$ cat src/rtl/draw_start_banner.sv
// Start-screen banner overlay.
// Draws a ROM-backed image over the incoming video stream inside a fixed
// rectangle. The banner blinks: it alternates between visible and hidden
// every BLINK_FRAMES frames while enable is held high.
//
// The video stream passes through three register stages:
//   stage 1 : rom_addr, in-box flag, sampled blink state, timing
//   stage 2 : ROM read in flight, everything else delayed
//   stage 3 : colour mux, registered outputs
//
// Streaming contract: there is no valid/ready handshake. Every input is
// accepted on every clk edge, and every output is the matching input
// delayed by exactly three clk edges.

module draw_start_banner #(
  parameter int          XPOS         = 200,
  parameter int          YPOS         = 276,
  parameter int          IMG_W        = 400,
  parameter int          IMG_H        = 48,
  parameter logic [11:0] KEY_COLOR    = 12'h0F0,
  parameter int          BLINK_FRAMES = 30
) (
  input  logic        clk,
  input  logic        rst,
  input  logic        enable,
  input  logic [10:0] hcount_in,
  input  logic [10:0] vcount_in,
  input  logic        hsync_in,
  input  logic        vsync_in,
  input  logic        hblnk_in,
  input  logic        vblnk_in,
  input  logic [11:0] rgb_in,
  output logic [14:0] rom_addr,
  input  logic [11:0] rom_pixel,
  output logic [10:0] hcount_out,
  output logic [10:0] vcount_out,
  output logic        hsync_out,
  output logic        vsync_out,
  output logic        hblnk_out,
  output logic        vblnk_out,
  output logic [11:0] rgb_out
);

  // Box limits as 11-bit values, so the compares behave like the counters.
  localparam logic [10:0] X_LO = 11'(XPOS);
  localparam logic [10:0] X_HI = 11'(XPOS + IMG_W);
  localparam logic [10:0] Y_LO = 11'(YPOS);
  localparam logic [10:0] Y_HI = 11'(YPOS + IMG_H);

  localparam int                CNT_W    = (BLINK_FRAMES > 1) ? $clog2(BLINK_FRAMES) : 1;
  localparam logic [CNT_W-1:0]  CNT_LAST = CNT_W'(BLINK_FRAMES - 1);

  typedef enum logic [1:0] {
    IDLE = 2'd0,
    SHOW = 2'd1,
    HIDE = 2'd2
  } state_t;

  // One pixel's worth of video timing plus its background colour.
  typedef struct packed {
    logic [10:0] hcount;
    logic [10:0] vcount;
    logic        hsync;
    logic        vsync;
    logic        hblnk;
    logic        vblnk;
    logic [11:0] rgb;
  } px_t;

  // ---------------------------------------------------------------------
  // Frame tick and blink FSM
  // ---------------------------------------------------------------------
  logic             vblnk_q;
  logic             frame_tick;
  state_t           state_q, state_d;
  logic [CNT_W-1:0] cnt_q, cnt_d;

  // A frame starts on the rising edge of vertical blanking.
  assign frame_tick = vblnk_in & ~vblnk_q;

  // Registered copy of vblnk used for the edge detect.
  always_ff @(posedge clk) begin
    if (rst) vblnk_q <= 1'b0;
    else     vblnk_q <= vblnk_in;
  end

  // Blink state and frame counter registers.
  always_ff @(posedge clk) begin
    if (rst) begin
      state_q <= IDLE;
      cnt_q   <= '0;
    end else begin
      state_q <= state_d;
      cnt_q   <= cnt_d;
    end
  end

  // Next-state logic; dropping enable wins over a coincident frame tick.
  always_comb begin
    state_d = state_q;
    cnt_d   = cnt_q;
    if (!enable) begin
      state_d = IDLE;
      cnt_d   = '0;
    end else if (frame_tick) begin
      case (state_q)
        IDLE: begin
          state_d = SHOW;
          cnt_d   = '0;
        end
        SHOW, HIDE: begin
          if (cnt_q == CNT_LAST) begin
            cnt_d   = '0;
            state_d = (state_q == SHOW) ? HIDE : SHOW;
          end else begin
            cnt_d = cnt_q + 1'b1;
          end
        end
        default: begin
          state_d = IDLE;
          cnt_d   = '0;
        end
      endcase
    end
  end

  // ---------------------------------------------------------------------
  // Stage 1: box test, ROM address, blink state sample
  // ---------------------------------------------------------------------
  px_t         px_in;
  logic        in_box_d;
  logic [10:0] rel_x, rel_y;
  logic [14:0] rom_addr_d;

  // Bundle the incoming stream and compute the in-box ROM address.
  always_comb begin
    px_in      = '{hcount: hcount_in, vcount: vcount_in, hsync: hsync_in,
                   vsync: vsync_in, hblnk: hblnk_in, vblnk: vblnk_in, rgb: rgb_in};
    in_box_d   = (hcount_in >= X_LO) && (hcount_in < X_HI) &&
                 (vcount_in >= Y_LO) && (vcount_in < Y_HI);
    rel_x      = hcount_in - X_LO;
    rel_y      = vcount_in - Y_LO;
    // Product taken modulo 2^15, which equals truncating the full address.
    rom_addr_d = '0;
    if (in_box_d) begin
      rom_addr_d = 15'(rel_y) * 15'(IMG_W) + 15'(rel_x);
    end
  end

  logic [14:0] rom_addr_q;
  logic        box1_q, show1_q;
  px_t         px1_q;

  // Stage-1 registers; the blink state is frozen here for this pixel.
  always_ff @(posedge clk) begin
    if (rst) begin
      rom_addr_q <= '0;
      box1_q     <= 1'b0;
      show1_q    <= 1'b0;
      px1_q      <= '0;
    end else begin
      rom_addr_q <= rom_addr_d;
      box1_q     <= in_box_d;
      show1_q    <= (state_q == SHOW);
      px1_q      <= px_in;
    end
  end

  assign rom_addr = rom_addr_q;

  // ---------------------------------------------------------------------
  // Stage 2: wait for the ROM word
  // ---------------------------------------------------------------------
  logic box2_q, show2_q;
  px_t  px2_q;

  // Stage-2 registers, aligned with rom_pixel.
  always_ff @(posedge clk) begin
    if (rst) begin
      box2_q  <= 1'b0;
      show2_q <= 1'b0;
      px2_q   <= '0;
    end else begin
      box2_q  <= box1_q;
      show2_q <= show1_q;
      px2_q   <= px1_q;
    end
  end

  // ---------------------------------------------------------------------
  // Stage 3: colour mux
  // ---------------------------------------------------------------------
  logic draw;
  px_t  out_d, out_q;

  // Banner wins only when visible, inside the box, outside blanking and opaque.
  always_comb begin
    draw  = show2_q && box2_q && !px2_q.hblnk && !px2_q.vblnk &&
            (rom_pixel != KEY_COLOR);
    out_d = px2_q;
    if (draw) out_d.rgb = rom_pixel;
  end

  // Output registers.
  always_ff @(posedge clk) begin
    if (rst) out_q <= '0;
    else     out_q <= out_d;
  end

  assign hcount_out = out_q.hcount;
  assign vcount_out = out_q.vcount;
  assign hsync_out  = out_q.hsync;
  assign vsync_out  = out_q.vsync;
  assign hblnk_out  = out_q.hblnk;
  assign vblnk_out  = out_q.vblnk;
  assign rgb_out    = out_q.rgb;

endmodule

$ cat config.mk
export PLATFORM = sky130hd
export DESIGN_NAME = draw_start_banner
export DESIGN_NICKNAME = d
export VERILOG_FILES = /design/src/rtl/draw_start_banner.sv
export SDC_FILE = /design/constraint.sdc
export NUM_CORES = 1
export LEC_CHECK = 0
export BUFFER_PORTS_ARGS = -buffer_cell sky130_fd_sc_hd__buf_2
export CELL_PAD_IN_SITES_DETAIL_PLACEMENT = 2
export CELL_PAD_IN_SITES_GLOBAL_PLACEMENT = 2
export CORE_UTILIZATION = 34
export CTS_CLUSTER_SIZE = 24
export DETAILED_ROUTE_END_ITERATION = 10
export GPL_ROUTABILITY_DRIVEN = 0
export GPL_TIMING_DRIVEN = 1
export PLACE_DENSITY_LB_ADDON = 0.05
export SYNTH_ARGS = -nofsm -noshare
export SYNTH_HDL_FRONTEND = slang
export SYNTH_SLANG_ARGS = --single-unit
$ cat constraint.sdc
create_clock -name clk -period 4.8 [get_ports clk]
set_clock_uncertainty 0.1 [all_clocks]
set_input_delay 0.48 -clock clk [delete_from_list [all_inputs] [get_ports clk]]
set_output_delay 0.48 -clock clk [all_outputs]
set_load 0.02 [all_outputs]
==> qor.yml <==
fmax_mhz: 254
switching_share_pct: 27.8
yosysMostFrequentCell: "dfxtp_1"
cap_violations: 0
synth.distinct_cells: 47
dr.pass1.iters: 4
yosys-top-cells-area: "dfxtp_1 (52%), nor2b_1 (12%), ha_1 (8.9%), nor2_1 (3.1%), mux2i_1 (2.4%)"
post-cts-setup-buffers: 0
fin_crit_sh_pct: 81.9
crit_path_max_fanout: 5
grt_pass1_wl_mm: 20.2
path_buf_inv: 5
netlist_area_sq_um: 5340
final_antenna_net_count: 0
grt_pass1_vias: 4028
fp.dieH_microns: 127
ys_dominant_reg_cell: "dfxtp_1"
post-route-drc-count: 0
fin_crit_ns: 3.93
synth_top_family_by_area: "simple AND/OR/NAND/NOR gates"
vias: 3679
synth_commonest_cells: "dfxtp_1 (140), nor2b_1 (101), nor2_1 (44)"
num_rows: 45
ys_warn_count: 0
track_usage_pct: 16.4
setup_violations: 0
p_int_mw: 2.25
clk_pin_slew_worst_paths_ns: 0.06
pwr-share-clk_pct: 42.1
synth_adder_area_share_pct: 11.2
dieArea_sq_um: 16200
placed_cell_area_sq_um: 6080
synth-edff-count: 0
routedWlPerCell_microns: 14.6
layout.cells.non_filler: 836
top_layer_used: "met4"
post_cts_resized: 0
drt_iter0_markers: 66
cp_slowest_cell: "or4_1"
worst_pin_slew_ns: 1.09
ys_async_sr_fraction_pct: 0
num_antenna_cells: 0
nFillCells: 1660
dp_cells: 804
muxShareOfSynthArea_pct: 2.44
via_per_inst: 4.40
fin_nets: 709
cts_hold_buffers: 0
crit_path_max_incr_delay_ns: 0.54
synth-xor-area-share_pct: 5.79
avgSynthCellArea_sq_um: 10.6
cts_tree: "done"
cts_made_buffers: 17
met1_length_mm: 5.07
yosysTopAreaCell: "dfxtp_1"
met3_length_microns: 542
core_sq_um: 15300
synth_compound_area_share_pct: 4.40
power_frac_comb_pct: 18.9
power.switching_mw: 0.864
status: "complete, no violations"
syn_inst: 503
start_util_pct: 35.0
syn2layout_area_growth_pct: 25.1
io_buffers: 105
ioPinCount: 106
ir_worst_vdd_mv: 0.275
seqPwrFrac_pct: 39.0
grt-ovfl-total: 0
finalHoldViolCount: 0
antenna_found_initial: 0
holdWs_ns: 0.168
crit_path_cell_trace: "buf_2, inv_1, ha_1, nand2b_2, nand2b_2, xor2_2, inv_1, ha_1, ha_1, inv_1, fa_1, inv_1, ha_1, or4_1, o2111ai_1, a31o_1, mux2i_1"
ys_seq_elements: 140
syn_nets: 600
wl_met2_mm: 6.43
clk_latency_ns: 0.42
crit_required_ns: 5.01
routed_wl_mm: 12.2
grt_max_degree: 62
hold_class: "input port to register"
cp_data_arrival_time_ns: 4.14
max_slew_margin_pct: 27.5
power.density_nw_per_um2: 466
p_total_mw: 3.11
slew_viol_final: 0
netlist.area_leader.share_pct: 52.5
path_class: "input port to register"
startpoint_type: "input port"
synthSimpleGateAreaFrac_pct: 20.3
fin_area_sq_um: 6680
crit_family: "adder cells"
cts-root-buf: "clkbuf_16"
fin_setup_tns_ns: 0
cp-end-kind: "register"
drive_gt1_share_pct: 23.5
htree_levels: 4
clockBufferDepth: 2
synth.yosys.seq_area_share_pct: 52.5
rsz0062_at_grt: "false"
p_leak_nw: 3.14
cts.sinks: 140
dieWidth_microns: 127
dp_hpwl_mm: 8.97
==> power groups by stage <==
stage | clock [mW] | combinational [mW] | sequential, mW
2_1_floorplan | 0 | 0.422 | 1.25
3_3_place_gp | 0 | 0.560 | 1.24
3_5_place_dp | 0 | 0.590 | 1.24
4_1_cts | 1.35 | 0.599 | 1.21
5_1_grt | 1.40 | 0.656 | 1.22
6_report | 1.31 | 0.589 | 1.21
==> layout by cell type, fill, tap and decap left out, types with 6 or more instances in the layout <==
master	instances
and2_1	6
dfxtp_1	140
a21oi_1	8
ha_1	38
fa_1	6
o21ai_0	8
xor2_1	14
inv_1	32
nor2_1	44
xnor2_1	13
mux2i_1	13
buf_2	104
nand4_1	6
clkbuf_16	17
nand2_1	7
nor3_1	9
nor2b_1	101
==> registers in the layout (all words and copies together) (netlist names), 2 cells and up <==
signal	flops
cnt_q	5
hcount_out	11
out_d	26
px1_q	38
px2_q	12
rgb_out	12
rom_addr	15
state_q	2
vcount_out	11
==> per-stage QoR <==
| stage | util, % | setup WS [ns] |
|---|---|---|
| 5_1_grt | 43.8 | 0.624 |
| 4_1_cts | 43.8 | 0.796 |
| 2_1_floorplan | - | 0.904 |
| 3_5_place_dp | 39.8 | 0.386 |
| 6_report | 43.8 | 0.868 |
| 3_3_place_gp | 39.8 | 0.531 |
==> per-layer routing <==
layer | up-vias | global-route usage, %
met5 | - | 0
met4 | 0 | 7.00
met3 | 21 | 4.77
met2 | 75 | 29.8
met1 | 1745 | 17.7
li1 | 1838 | -
==> worst paths after layout <==
path	start	end	slack [ns]	cells after the start
setup reg to reg	out_d[13]$_SDFF_PP0_	rgb_out[5]$_SDFF_PP0_	2.97	4
setup / recovery	vcount_in[2]	rom_addr[14]$_SDFF_PP0_	0.87	17
hold reg to reg	px1_q[4]$_SDFF_PP0_	px2_q[4]$_SDFF_PP0_	0.33	1
hold / removal	rgb_in[2]	px1_q[2]$_SDFF_PP0_	0.17	2
==> cell type report <==
| class | instances | area, sq um | share of cell area (%) |
|---|---|---|---|
| clock buffer | 19 | 443 | 6.63 |
| clock inverter | 13 | 159 | 2.38 |
| inverter | 32 | 120 | 1.80 |
| multi-input combinational | 315 | 2350 | 35.3 |
| sequential | 140 | 2800 | 42.0 |
| tap | 211 | 264 | 3.95 |
| timing repair buffer | 106 | 536 | 8.02 |
==> cell families after synthesis <==
group / Yosys count
and+or+nand+nor: 191
AOI/OAI and AO/OA: 36
buffers and inverters: 48
xor gates and xnor gates: 31
DFF: 140
muxes: 13
adders and majority gates: 44
Power figures use the tool's default switching activity.
